File: config.mk
export PLATFORM = sky130hd
export DESIGN_NAME = axil_dmem_master
export DESIGN_NICKNAME = d
export VERILOG_FILES = /design/src/rtl/axil_dmem_master.sv
export SDC_FILE = /design/constraint.sdc
export NUM_CORES = 1
export LEC_CHECK = 0
export BUFFER_PORTS_ARGS = -buffer_cell sky130_fd_sc_hd__buf_2
export CORE_ASPECT_RATIO = 1.1
export CORE_MARGIN = 5
export CORE_UTILIZATION = 48
export DETAILED_ROUTE_END_ITERATION = 8
export GPL_ROUTABILITY_DRIVEN = 0
export PLACE_DENSITY = 0.85
export SYNTH_ARGS = -nofsm -noshare
export SYNTH_HDL_FRONTEND = slang
export SYNTH_SLANG_ARGS = --single-unit
File: constraint.sdc
create_clock -name clk -period 2.7 [get_ports clk]
set_input_delay 0.135 -clock clk [delete_from_list [all_inputs] [get_ports clk]]
set_output_delay 0.135 -clock clk [all_outputs]
set_load 0.03 [all_outputs]
File: src/rtl/axil_dmem_master.sv
// Data-memory AXI4-Lite master: runs one EX load/store as an AXI4-Lite read or write transaction.
// Latency: response pulse 3 cycles after request with a zero-wait slave; each slave wait cycle adds one.
// Backpressure: holds the pipeline (hold_flag_o = Hold_Ex) from request until the response cycle.
module axil_dmem_master #(
  parameter int          ADDR_W = 32,
  parameter int          DATA_W = 32,
  parameter logic [2:0]  PROT   = 3'b000
) (
  input  logic                  clk,
  input  logic                  rst,
  // EX-stage request
  input  logic                  req_valid_i,
  input  logic                  req_we_i,
  input  logic [ADDR_W-1:0]     req_addr_i,
  input  logic [DATA_W-1:0]     req_wdata_i,
  input  logic [DATA_W/8-1:0]   req_wstrb_i,
  // pipeline controller hold request
  output logic [2:0]            hold_flag_o,
  // response back to the pipeline
  output logic                  rsp_valid_o,
  output logic [DATA_W-1:0]     rsp_rdata_o,
  output logic                  rsp_err_o,
  // AW channel
  output logic                  m_awvalid,
  input  logic                  m_awready,
  output logic [ADDR_W-1:0]     m_awaddr,
  output logic [2:0]            m_awprot,
  // W channel
  output logic                  m_wvalid,
  input  logic                  m_wready,
  output logic [DATA_W-1:0]     m_wdata,
  output logic [DATA_W/8-1:0]   m_wstrb,
  // B channel
  input  logic                  m_bvalid,
  output logic                  m_bready,
  input  logic [1:0]            m_bresp,
  // AR channel
  output logic                  m_arvalid,
  input  logic                  m_arready,
  output logic [ADDR_W-1:0]     m_araddr,
  output logic [2:0]            m_arprot,
  // R channel
  input  logic                  m_rvalid,
  output logic                  m_rready,
  input  logic [DATA_W-1:0]     m_rdata,
  input  logic [1:0]            m_rresp
);

  localparam int          STRB_W    = DATA_W / 8;
  localparam logic [2:0]  HOLD_NONE = 3'b000;
  localparam logic [2:0]  HOLD_EX   = 3'b100;
  localparam logic [1:0]  RESP_OKAY = 2'b00;

  typedef enum logic [2:0] {
    IDLE  = 3'd0,
    WADDR = 3'd1,
    WRESP = 3'd2,
    RADDR = 3'd3,
    RDATA = 3'd4,
    RESP  = 3'd5
  } state_t;

  state_t              state;
  logic                aw_done;
  logic                w_done;
  logic [ADDR_W-1:0]   addr_q;

  // Handshakes seen this cycle on the write-address and write-data channels.
  logic aw_hs;
  logic w_hs;
  assign aw_hs = m_awvalid && m_awready;
  assign w_hs  = m_wvalid  && m_wready;

  // Both AXI addresses come from the single latched request address; the state
  // already records whether this is a load or a store, so 'we' needs no flop.
  assign m_awaddr = addr_q;
  assign m_araddr = addr_q;
  assign m_awprot = PROT;
  assign m_arprot = PROT;

  // Hold the pipeline from the request cycle until the response cycle; the only
  // combinational term is the IDLE-state request itself.
  always_comb begin
    hold_flag_o = HOLD_NONE;
    if ((state == IDLE) && req_valid_i)
      hold_flag_o = HOLD_EX;
    else if ((state == WADDR) || (state == WRESP) || (state == RADDR) || (state == RDATA))
      hold_flag_o = HOLD_EX;
  end

  // Transaction FSM with all AXI and response outputs registered.
  always_ff @(posedge clk or negedge rst) begin
    if (!rst) begin
      state       <= IDLE;
      aw_done     <= 1'b0;
      w_done      <= 1'b0;
      addr_q      <= '0;
      m_wdata     <= '0;
      m_wstrb     <= '0;
      m_awvalid   <= 1'b0;
      m_wvalid    <= 1'b0;
      m_bready    <= 1'b0;
      m_arvalid   <= 1'b0;
      m_rready    <= 1'b0;
      rsp_valid_o <= 1'b0;
      rsp_rdata_o <= '0;
      rsp_err_o   <= 1'b0;
    end else begin
      case (state)
        IDLE: begin
          if (req_valid_i) begin
            addr_q  <= req_addr_i;
            m_wdata <= req_wdata_i;
            m_wstrb <= req_wstrb_i;
            aw_done <= 1'b0;
            w_done  <= 1'b0;
            if (req_we_i) begin
              m_awvalid <= 1'b1;
              m_wvalid  <= 1'b1;
              state     <= WADDR;
            end else begin
              m_arvalid <= 1'b1;
              state     <= RADDR;
            end
          end
        end

        WADDR: begin
          // AW and W retire independently; leave once both have been accepted.
          if (aw_hs) begin
            m_awvalid <= 1'b0;
            aw_done   <= 1'b1;
          end
          if (w_hs) begin
            m_wvalid <= 1'b0;
            w_done   <= 1'b1;
          end
          if ((aw_done || aw_hs) && (w_done || w_hs)) begin
            aw_done  <= 1'b0;
            w_done   <= 1'b0;
            m_bready <= 1'b1;
            state    <= WRESP;
          end
        end

        WRESP: begin
          if (m_bvalid) begin
            m_bready    <= 1'b0;
            rsp_valid_o <= 1'b1;
            rsp_rdata_o <= '0;
            rsp_err_o   <= (m_bresp != RESP_OKAY);
            state       <= RESP;
          end
        end

        RADDR: begin
          if (m_arready) begin
            m_arvalid <= 1'b0;
            m_rready  <= 1'b1;
            state     <= RDATA;
          end
        end

        RDATA: begin
          if (m_rvalid) begin
            m_rready    <= 1'b0;
            rsp_valid_o <= 1'b1;
            // Error responses never leak slave data into the pipeline.
            rsp_rdata_o <= (m_rresp == RESP_OKAY) ? m_rdata : '0;
            rsp_err_o   <= (m_rresp != RESP_OKAY);
            state       <= RESP;
          end
        end

        RESP: begin
          // The EX instruction that issued this access is still present, so a
          // request seen here is the same one and must not be re-issued.
          rsp_valid_o <= 1'b0;
          state       <= IDLE;
        end

        default: begin
          m_awvalid   <= 1'b0;
          m_wvalid    <= 1'b0;
          m_bready    <= 1'b0;
          m_arvalid   <= 1'b0;
          m_rready    <= 1'b0;
          rsp_valid_o <= 1'b0;
          state       <= IDLE;
        end
      endcase
    end
  end

  // Strobe width is derived from the data width; keep the relation explicit.
  logic [STRB_W-1:0] unused_strb_width_tie;
  assign unused_strb_width_tie = m_wstrb;

endmodule

-- Word level (Yosys, flattened, before mapping)
Index checks and enable logic that the tools add are counted.
- multipliers: 0
- $lt $le $gt $ge: 0
- shifts and indexed selects: 0
- reduce and logical (&&, ||, !) cells: 31
- multiplexer cells: 42
- add/subtract/negate cells: 0
- divide/modulo/power cells: 0
- equal/unequal tests: 16
- bitwise gates (word level): 5
- operators by type and width (operator ; number):
    32-bit 2-to-1 mux ; 3
    32-bit one-hot mux with 2 select lines ; 1
    3-bit 2-to-1 mux ; 7
    1-bit 2-to-1 mux ; 20
    1-bit one-hot mux with 3 select lines ; 6
    3-bit AND reduction ; 6
    2-bit != test, second input constant ; 8
    4-bit OR reduction ; 4
    3-bit one-hot mux with 5 select lines ; 1
    4-bit AND reduction ; 3
    2-bit nonzero test ; 4
    3-bit by 2-bit equality test with 1-bit output, second input constant ; 2
    3-bit equality test, second input constant ; 2
    3-bit by 2-bit != test with 1-bit output, second input constant ; 2
    1-bit one-hot mux with 2 select lines ; 3
    1-bit logical OR ; 5
    1-bit NOT ; 5
    5-bit AND reduction ; 1
    1-bit logical AND ; 4
    3-bit by 1-bit equality test with 1-bit output, second input constant ; 1
    3-bit logical NOT ; 1
    3-bit OR reduction ; 1
    2-bit logical NOT ; 1
    2-bit 2-to-1 mux ; 1
    2 further kinds ; 2
- memories kept: 0
- input bits: 113
- output and inout port bits: 148
- bits in registers: 112
- logic and storage cells: 108
- bits in writable memories: 0
- memory bits (read-only): 0
- bits in latches: 0

-- Depth between registers and ports, before layout
Gate-level depths: netlist of the first run.
- depth after elaboration: 6
- gate-level depth with buffers: 7
- depth with buffers taken out: 4

-- Least setup slack after synthesis of the first run
No wires, ideal clock.
- kind: register to register
- start point: reg state[2]
- end point: reg addr_q[0] (netlist: m_araddr[0])
- clock period less this slack: 1637 ps
- data arrival time: 1513 ps
- path buffers: 3
- setup slack: 1063 ps
- setup time: 125 ps
- required time: 2575 ps
- cell stages (with the launch flop): 7
- cell sequence: dfrtp_1 > buf_2 > nor2_1 > and2_1 > buf_4 > buf_6 > mux2_2
- longest elaborated chain between the ends: 2
- ends and longest elaborated chain (item ; line ; RTL):
    start, declared ; 63 ; state_t state;
    start signal, assigned ; 94 ; state <= IDLE;
    start signal, assigned ; 120 ; state <= WADDR;
    start signal, assigned ; 123 ; state <= RADDR;
    3-bit logical NOT ; 109 ; case (state)
    2-bit AND reduction (no line) ; -- ;
    end signal, assigned ; 112 ; addr_q <= req_addr_i;
    end, declared ; 66 ; logic [ADDR_W-1:0] addr_q;
No other way between the ends.
A chain may end at the register's enable or synchronous reset.

-- Worst setup path in the final report of the first run
- start point: reg state[2]
- end point: reg addr_q[10] (netlist: m_araddr[10])
Same word-level chain as after synthesis.

==> results by group, run 1 <==
Floorplan
  • Core area: 9890 sq um
  • Full die area: 12200 sq um
  • IO Pins: about 260
  • Initial Util: 49.1%
  • # rows: 38
  • Die H: 116 microns
  • Die X: between 100 and 150 microns

Timing
  • Max Clock Skew: between 0.008 and 0.009 ns
  • Final cycle utilization of the critical path: 81.4%
  • TNS Setup: 0 ns
  • Max Fclk: between 400 and 500 MHz
  • Max Transition Viols Final: 0
  • Fin. Hold Viols: 0
  • Worst slew pin tran: 0.614 ns
  • Endpoints failing setup: 0
  • Minimum clock period: roughly 2.2 ns
  • Slew HR: just under 60%
  • RSZ-0062 raised after global routing: no

Layout
  • Synthesis-to-finish area growth: 43.3%
  • Nets: between 800 and 900
  • Share of cells above drive strength 1: 49.8%
  • Area of the multi-input gates: 1600 sq um
  • Fillers: approximately 680
  • Non-Filler Instances: 831
  • Diodes inserted: 0
  • Fin util: a little over two thirds
  • Sequential cell area: around 2800 sq um

Worst setup path
  • WS Path Type: reg2reg
  • CP max FO: 63
  • Worst EP required: roughly 3.0 ns
  • WP data arrival: approximately 2.5 ns
  • Worst path max stage delay: between 0.5 and 0.6 ns
  • Slowest CP cell: dfrtp_1
  • Critical path startpoint category: flip-flop
  • Crit path capture type: flip-flop
  • CP cell instances: nor2_1, and2_2, buf_12, mux2_2

Pwr
  • Clock Power Share: around 13%
  • Power per Cell Area: 1130 nW/um^2
  • Switching Share: a little under half
  • LEAKAGE: between 3 and 4 nW
  • Maximum vdd drop: ~0.7 mV
  • Comb pwr share: roughly 52%
  • P_int: ~4.2 mW
  • Net Sw Power: 3.74 mW
  • Total power: between 7 and 8 mW
  • Flop pwr share: around a third

Clocking
  • # hold bufs at CTS: 84
  • Gates resized, CTS repair: 0
  • Clock Latency Late Sink: 0.36 ns
  • CTS tree: yes
  • Post-CTS setup buffer count: 0
  • H-tree depth: 3
  • Clock Tree Buf Depth: 2
  • CTS root buf: clkbuf_8
  • Reg clk slew, reported paths: ~0.10 ns
  • CTS Buf Count: 9
  • CTS sink cnt: between 100 and 150

Detailed routing
  • WL/cell: about 17 microns
  • First-pass iteration count of the detailed router: 4
  • DRC: 0
  • Via-to-Cell Ratio: 4.95
  • Initial DRC count: roughly 210
  • Routed vias: roughly 4100
  • Routed WL: roughly 14 mm
  • Post-route ant nets: 0

Global routing
  • GRT Overall Usage: between 20% and 30%
  • First-pass GRT wire length: about 22 mm
  • Vias in the first global route: 4332
  • Initial antenna violation count: 0
  • Pin count of the biggest net entering global routing: 70
  • GRT Residual Overflow: 0

Yosys
  • Area leader, netlist: dfrtp_1
  • Synth top area share: approximately 58%
  • Distinct cells, synth: 31
  • Post-Syn Area: 4860 sq um
  • Syn. warnings: 0
  • Synth area leaders: dfrtp_1 (58%), mux2_2 (16%), buf_4 (6.3%)
  • #FFs+latches synth: approximately 110
  • Cells after Synth: between 400 and 500
  • Seq/Total Area, Yosys: a little under 60%
  • Mean post-synth cell area: 11.9 sq um

Place
  • Port-buffer cells: around 250
  • Placed cells: 728
  • Post-detail-place hpwl: 9.16 mm

Outcome
  • Outcome: completed

Min path
  • HP Class: in2reg

Flow run
  • Max-Cap Viols: 0
-- synthesized netlist by cell type, drive strengths merged --
master  number
o31ai        2
buf         56
or2          1
nand3b       2
nor2b        2
nand2       75
mux2        69
a211o        1
inv          4
o21ai       42
conb         1
dfrtp      112
nor2         6
nand3        3
clkbuf       7
o211ai       2
a211oi       1
nor3         3
a21o         2
a31oi        1
a21oi       10
a32oi        1
and2         2
nor4b        1
o22ai        1
-- through the flow --
step	worst slack (ns)	cell area (sq um)	hold WS (ns)
global placement	0.668	5890	0.158
CTS	0.530	6930	0.000563
finish	0.502	6960	0.0120
detailed placement	0.535	5890	0.174
global route	0.379	6960	0.00445
floorplan	1.06	4880	-0.161
-- layout make-up --
cell class	instances	area share [%]
inverters	4	0.216
flip-flops and latches	112	40.3
well taps	120	2.16
multi-input cells	235	23.0
repair buffers	344	31.6
clock inverters	3	0.575
clock buffers	13	2.28
-- cells in the final DEF, fill, tap and decap left out, types with 2 or more instances in the layout --
master	instances
nor2_1	6
o31ai_1	2
o21ai_1	18
dlygate4sd3_1	87
nor3_1	3
nand3_1	3
buf_12	2
clkinv_2	2
o211ai_1	2
o21ai_0	13
mux2_2	69
o21ai_2	11
buf_2	251
clkbuf_8	11
inv_1	4
a21oi_1	10
nand2_1	75
nor2b_1	2
nand3b_1	2
conb_1	8
dfrtp_1	112
clkbuf_1	2
buf_4	4
-- cells by family (layout without fill, tap and decap cells) --
logic type	after synthesis	in the layout	synth area share, %
flip-flops	112	112	57.7
AND/OR/NAND/NOR	95	95	8.32
multiplexers	69	69	16.0
buffers and inverters	67	364	9.99
AO/OA/AOI/OAI	63	63	7.91
other	1	8	0.0772
-- power by group through the flow --
stage          Clock [mW]  Combinational [mW]  Sequential [mW]
4_1_cts              1.04                4.11             2.74
2_1_floorplan           0                2.02             3.89
5_1_grt              1.10                4.35             2.86
6_report             1.00                4.12             2.77
3_3_place_gp            0                3.92             2.74
3_5_place_dp            0                4.01             2.78
-- per-layer routing --
layer / GRT usage [%] / vias to the layer above / routed length (microns)
met1: 25.5 / 1958 / 5080
met2: 43.1 / 192 / 7680
met4: 11.3 / 0 / 531
met3: 4.96 / 40 / 919
met5: 0 / - / 0
li1: - / 1922 / -
-- path summary, 6_finish.rpt --
check | from | to | slack (ns) | cells past startpoint
hold reg to reg | rsp_rdata_o[27] | rsp_rdata_o[27] | 0.48 | 2
setup reg to reg | state[2] | m_araddr[10] | 0.50 | 4
hold / removal | req_wdata_i[15] | m_wdata[15] | 0.01 | 2
setup / recovery | state[2] | m_araddr[10] | 0.50 | 4
max in group asynchronous | rst | rsp_rdata_o[0] | 1.59 | 3
min in group asynchronous | rst | m_araddr[15] | 0.33 | 2
-- sequential cells by signal, indices dropped and copies added, names as in the netlist, 3 cells and up --
name	cells
m_wdata	32
m_araddr	32
rsp_rdata_o	32
m_wstrb	4
state	3
-- critical path: cells and delay by family, from the launching register on --
kind          cells  cell delay (ns)
buf+inv           1             0.32
flops             1             0.59
mux               1             0.39
simple gates      2             0.72
No activity file was read; power rests on OpenSTA's default activity.
==> run 2: changes to the inputs <==
--- a/config.mk
+++ b/config.mk
@@ -8,10 +8,10 @@
 export BUFFER_PORTS_ARGS = -buffer_cell sky130_fd_sc_hd__buf_2
 export CORE_ASPECT_RATIO = 1.1
 export CORE_MARGIN = 5
-export CORE_UTILIZATION = 48
+export CORE_UTILIZATION = 45
 export DETAILED_ROUTE_END_ITERATION = 8
 export GPL_ROUTABILITY_DRIVEN = 0
-export PLACE_DENSITY = 0.85
+export PLACE_DENSITY = 0.8
 export SYNTH_ARGS = -nofsm -noshare
 export SYNTH_HDL_FRONTEND = slang
 export SYNTH_SLANG_ARGS = --single-unit
==> constraint.sdc (replaced) <==
create_clock -name clk -period 2.25 [get_ports clk]
set_input_delay 0.1125 -clock clk [delete_from_list [all_inputs] [get_ports clk]]
set_output_delay 0.1125 -clock clk [all_outputs]
set_load 0.03 [all_outputs]
==> run 2 against run 1 <==
Net effect:
- final area decreased by 3.3%
- combinational power up 18%
- core utilization shrank 6.3 points
- register-to-register slack worse by 0.21 ns
- die area up 6.1%
- global-route usage fell by 3.5 points
- power increased by 25%
- critical path depth rose by 1
- clock-buffer cell count is 1 lower
- critical path type unchanged
- largest power group unchanged
- highest routed layer is now met5
==> results by group, run 2 (same netlist as run 1, synthesis figures left out) <==
Pwr
  • Clock Power Share: around 17%
  • Power per Cell Area: roughly 1500 nW/um^2
  • Maximum vdd drop: about 0.92 mV
  • P_int: between 5 and 6 mW
  • Switching Share: 45.5%
  • LEAKAGE: between 3 and 4 nW
  • Comb pwr share: between 40% and 50%
  • Net Sw Power: approximately 4.5 mW
  • Flop pwr share: between 30% and 40%

Clocking
  • Gates resized, CTS repair: 0
  • Reg clk slew, reported paths: approximately 0.070 ns
  • CTS tree: yes
  • CTS root buf: clkbuf_16
  • Clock Latency Late Sink: 0.34 ns
  • Clock Tree Buf Depth: 2
  • H-tree depth: 3
  • Post-CTS setup buffer count: 0
  • CTS Buf Count: 9
  • CTS sink cnt: 112

Detailed routing
  • Post-route ant nets: 0
  • Met3 WL: 1.08 mm
  • Initial DRC count: between 150 and 200
  • Routed vias: around 4000
  • DR top layer: met5
  • WL/cell: about 16 microns
  • Routed WL: ~13 mm
  • DRC: 0
  • First-pass iteration count of the detailed router: 4
  • Met1 WL: roughly 4.7 mm
  • Via-to-Cell Ratio: 4.87
  • WL met2: between 7 and 8 mm

Outcome
  • Outcome: completed

Worst setup path
  • CP cell instances: or2_0, nor4b_4, buf_4, nand2_1, o21ai_1
  • Crit path capture type: flip-flop
  • Crit path max-delay family: simple AND/OR/NAND/NOR gates
  • Critical path startpoint category: flip-flop
  • Worst path max stage delay: ~0.55 ns
  • Slowest CP cell: dfrtp_1
  • CP max FO: 33
  • WS Path Type: reg2reg
  • Worst EP required: 2.50 ns
  • Buffers and inverters on the worst path: 1
  • WP data arrival: approximately 2.2 ns

Timing
  • TNS Setup: 0 ns
  • Setup ws final: between 0.2 and 0.3 ns
  • Worst slew pin tran: around 0.57 ns
  • Final hold slack: between 0.008 and 0.009 ns
  • RSZ-0062 raised after global routing: no
  • Fin. Hold Viols: 0
  • Endpoints failing setup: 0
  • Max Transition Viols Final: 0
  • Max Fclk: about 500 MHz
  • Max Clock Skew: between 0.005 and 0.006 ns
  • Minimum clock period: ~2.0 ns
  • Slew HR: just over 60%
  • Final cycle utilization of the critical path: between 80% and 90%

Layout
  • Nets: 778
  • Commonest non-fill, non-tap cell in the layout: buf_2
  • Area of the multi-input gates: approximately 1600 sq um
  • Fin util: 64.1%
  • Synthesis-to-finish area growth: 38.5%
  • Sequential cell area: approximately 2800 sq um
  • Share of cells above drive strength 1: a little over half
  • Non-Filler Instances: 815
  • Fillers: just over 800
  • Most frequent cells in the layout: buf_2 (251), dfrtp_1 (112), nand2_1 (75)

Floorplan
  • # rows: 39
  • Full die area: between 10000 and 15000 sq um
  • Die H: 119 microns
  • Initial Util: 46.3%
  • IO Pins: 261
  • Die X: roughly 110 microns
  • Core area: about 10000 sq um

Place
  • Placement Setup Slack: about 0.33 ns
  • Post-detail-place hpwl: around 10 mm
  • Port-buffer cells: around 250
  • Placed cells: between 700 and 800

Global routing
  • Vias in the first global route: approximately 4100
  • Pin count of the biggest net entering global routing: 43
  • GRT Overall Usage: roughly 20%
  • Initial antenna violation count: 3
  • GRT Residual Overflow: 0
  • First-pass GRT wire length: 20.2 mm

Min path
  • HP Class: in2reg

Flow run
  • Max-Cap Viols: 0
## run 2: cell types whose count changed in the layout (fill, tap and decap cells not counted), sizes merged
cell and change:
inv +2, diode +2, clkbuf -1, buf +3, clkinvlp +1, clkinv -2
dlygate4sd3 -44
## run 2: worst reg2reg max path, cell delays in order, from the launching register on
cell and delay [ns]:
dfrtp_1 0.55, or2_0 0.41, nor4b_4 0.24, buf_4 0.37
nand2_1 0.13, o21ai_1 0.17
## run 2: timing repair
item / CTS / global route
hold endpoints to repair: 79 / 1
endpoints found under the setup margin: 0 / 0
hold buffers: 42 / 1
## run 2: worst paths after layout
path | cells after the start | slack (ns) | start | endpoint
min in group asynchronous | 2 | 0.31 | rst | m_araddr[27]
max in group asynchronous | 3 | 1.17 | rst | rsp_rdata_o[14]
worst max-delay path | 5 | 0.29 | state[0] | rsp_rdata_o[20]
worst min-delay path | 2 | 0.008 | req_addr_i[4] | m_araddr[4]
worst max register to register | 5 | 0.29 | state[0] | rsp_rdata_o[20]
worst min register to register | 2 | 0.47 | rsp_rdata_o[21] | rsp_rdata_o[21]
## run 2: final cells by class
type,count,area share [%]
clock inverters,4,0.855
well taps,143,2.66
inverters,4,0.223
repair buffers,303,26.8
clock buffers,12,3.96
flip-flops and latches,112,41.7
diodes,2,0.0744
multi-input cells,235,23.8
## run 2: routing by layer
metal | GRT usage, % | up-vias
met2 | 36.5 | 175
li1 | - | 1842
met3 | 4.44 | 30
met1 | 21.2 | 1916
met4 | 8.52 | 2
met5 | 0 | -
## run 2: power by group through the flow
stage	clock, mW	combinational, mW	sequential [mW]
4_1_cts	1.72	4.91	3.28
2_1_floorplan	0	2.43	4.66
5_1_grt	1.79	5.16	3.39
3_3_place_gp	0	4.77	3.27
3_5_place_dp	0	4.85	3.33
6_report	1.68	4.88	3.29
## run 2: per-stage QoR
step / power, mW / area, sq um
after floorplan: 7.09 / 4880
after global placement: 8.04 / 5970
after detailed placement: 8.18 / 5970
after CTS: 9.92 / 6710
after global routing: 10.3 / 6730
final: 9.85 / 6730
==> run 3: changes to the inputs <==
--- a/config.mk
+++ b/config.mk
@@ -12,6 +12,7 @@
 export DETAILED_ROUTE_END_ITERATION = 8
 export GPL_ROUTABILITY_DRIVEN = 0
 export PLACE_DENSITY = 0.8
+export RECOVER_POWER = 50
 export SYNTH_ARGS = -nofsm -noshare
 export SYNTH_HDL_FRONTEND = slang
 export SYNTH_SLANG_ARGS = --single-unit
==> run 3 against run 2 <==
Net effect:
- cell count stayed put
- sequential cell count stayed put
- fmax hardly changed
- sequential power hardly changed
- die area stayed put
==> results by group, run 3 (same netlist as run 1, synthesis figures left out) <==
Timing
  • Max Clock Skew: between 0.007 and 0.008 ns
  • Endpoints failing setup: 0
  • Max Transition Viols Final: 0
  • Minimum clock period: 1.96 ns
  • Final hold slack: 0.00695 ns
  • Worst slew pin tran: 1.06 ns
  • Max Fclk: approximately 510 MHz
  • Fin. Hold Viols: 0
  • Slew HR: 29.6%
  • TNS Setup: 0 ns
  • Setup ws final: 0.292 ns
  • Final cycle utilization of the critical path: ~87%
  • RSZ-0062 raised after global routing: no

Detailed routing
  • WL/cell: 16.4 microns
  • First-pass iteration count of the detailed router: 4
  • Routed WL: about 13 mm
  • Met3 WL: ~1.1 mm
  • WL met2: 7.18 mm
  • Via-to-Cell Ratio: between 4 and 5
  • DR top layer: met5
  • Initial DRC count: about 170
  • Met1 WL: approximately 4.7 mm
  • DRC: 0
  • Post-route ant nets: 0
  • Routed vias: 3942

Pwr
  • Total power: a little under 10 mW
  • LEAKAGE: a little under 3 nW
  • Comb pwr share: approximately half
  • Net Sw Power: around 4.5 mW
  • P_int: about 5.1 mW
  • Flop pwr share: around a third
  • Switching Share: a little under half
  • Maximum vdd drop: around 0.87 mV
  • Power per Cell Area: around 1500 nW/um^2
  • Clock Power Share: between 15 and 20%

Flow run
  • Max-Cap Viols: 0

Clocking
  • Gates resized, CTS repair: 0
  • CTS tree: yes
  • Reg clk slew, reported paths: 0.08 ns
  • Clock Tree Buf Depth: 2
  • Post-CTS setup buffer count: 0
  • Clock Latency Late Sink: approximately 0.34 ns
  • CTS Buf Count: 9
  • H-tree depth: 3
  • CTS sink cnt: approximately 110
  • # hold bufs at CTS: 42
  • CTS root buf: clkbuf_16

Worst setup path
  • WS Path Type: reg2reg
  • Critical path startpoint category: flip-flop
  • Crit path capture type: flip-flop
  • CP max FO: 33
  • WP data arrival: 2.21 ns
  • Worst EP required: around 2.5 ns
  • Register-to-register setup slack: between 0.2 and 0.3 ns

Layout
  • Non-Filler Instances: ~800
  • Most frequent cells in the layout: buf_2 (137), clkbuf_1 (114), dfrtp_1 (112)
  • Nets: around 800
  • Fin util: between 60% and 70%
  • Share of cells above drive strength 1: approximately 37%
  • Post-layout instance area: 6570 sq um
  • Commonest non-fill, non-tap cell in the layout: buf_2
  • Fillers: 902
  • Synthesis-to-finish area growth: 35.2%

Place
  • Placed cells: around 750
  • Port-buffer cells: about 250
  • Placement Setup Slack: roughly 0.33 ns
  • Area after DPL: between 5000 and 6000 sq um
  • Post-detail-place hpwl: 9.90 mm

Floorplan
  • IO Pins: 261
  • Initial Util: between 40 and 50%
  • Die X: approximately 110 microns
  • Full die area: around 13000 sq um
  • # rows: 39
  • Core area: 10500 sq um
  • Die H: 119 microns

Global routing
  • Pin count of the biggest net entering global routing: between 40 and 50
  • GRT Residual Overflow: 0
  • Vias in the first global route: between 4000 and 5000
  • Initial antenna violation count: 3
  • First-pass GRT wire length: about 20 mm
  • GRT Overall Usage: between 10% and 20%

Outcome
  • Outcome: completed

Min path
  • HP Class: in2reg
## run 3: cell count changes in the layout (fill, tap and decap cells not counted)
| cell | change |
|---|---|
| clkbuf_1 | +114 |
| buf_2 | -114 |
| buf_4 | -1 |
| buf_12 | -1 |
| clkbuf_2 | +2 |
## run 3: path summary, 6_finish.rpt
kind / from / to / cells past startpoint
max: state[0] / rsp_rdata_o[20] / 5
min: req_wstrb_i[1] / m_wstrb[1] / 2
max reg2reg: state[0] / rsp_rdata_o[20] / 5
min reg2reg: rsp_rdata_o[21] / rsp_rdata_o[21] / 2
max in group asynchronous: rst / m_araddr[6] / 3
min in group asynchronous: rst / m_araddr[24] / 2
## run 3: critical path, stage by stage, from the launching register on
cell and delay, ns:
dfrtp_1 0.55, or2_0 0.41, nor4b_4 0.24, buf_4 0.38
nand2_1 0.11, o21ai_1 0.17
## run 3: power groups by stage
stage / registers [mW] / logic [mW] / clock network (mW)
floorplan: 4.66 / 2.43 / 0
global placement: 3.27 / 4.77 / 0
detailed placement: 3.33 / 4.85 / 0
CTS: 3.28 / 4.91 / 1.72
global route: 3.42 / 4.93 / 1.79
finish: 3.32 / 4.67 / 1.68
## run 3: routing by layer
metal	GRT usage (%)	vias to the layer above
met5	0	-
met4	8.52	2
met3	4.44	28
met2	36.5	180
met1	21.2	1894
li1	-	1838
## run 3: area by class of cell
cell class / instances / area [sq um] / area share, %
sequential: 112 / 2800 / 42.7
clock inverter: 4 / 57.6 / 0.876
antenna: 2 / 5.00 / 0.0762
timing repair buffer: 303 / 1640 / 25.0
clock buffer: 12 / 267 / 4.06
multi-input combinational: 235 / 1600 / 24.3
inverter: 4 / 15.0 / 0.229
tap: 143 / 179 / 2.72
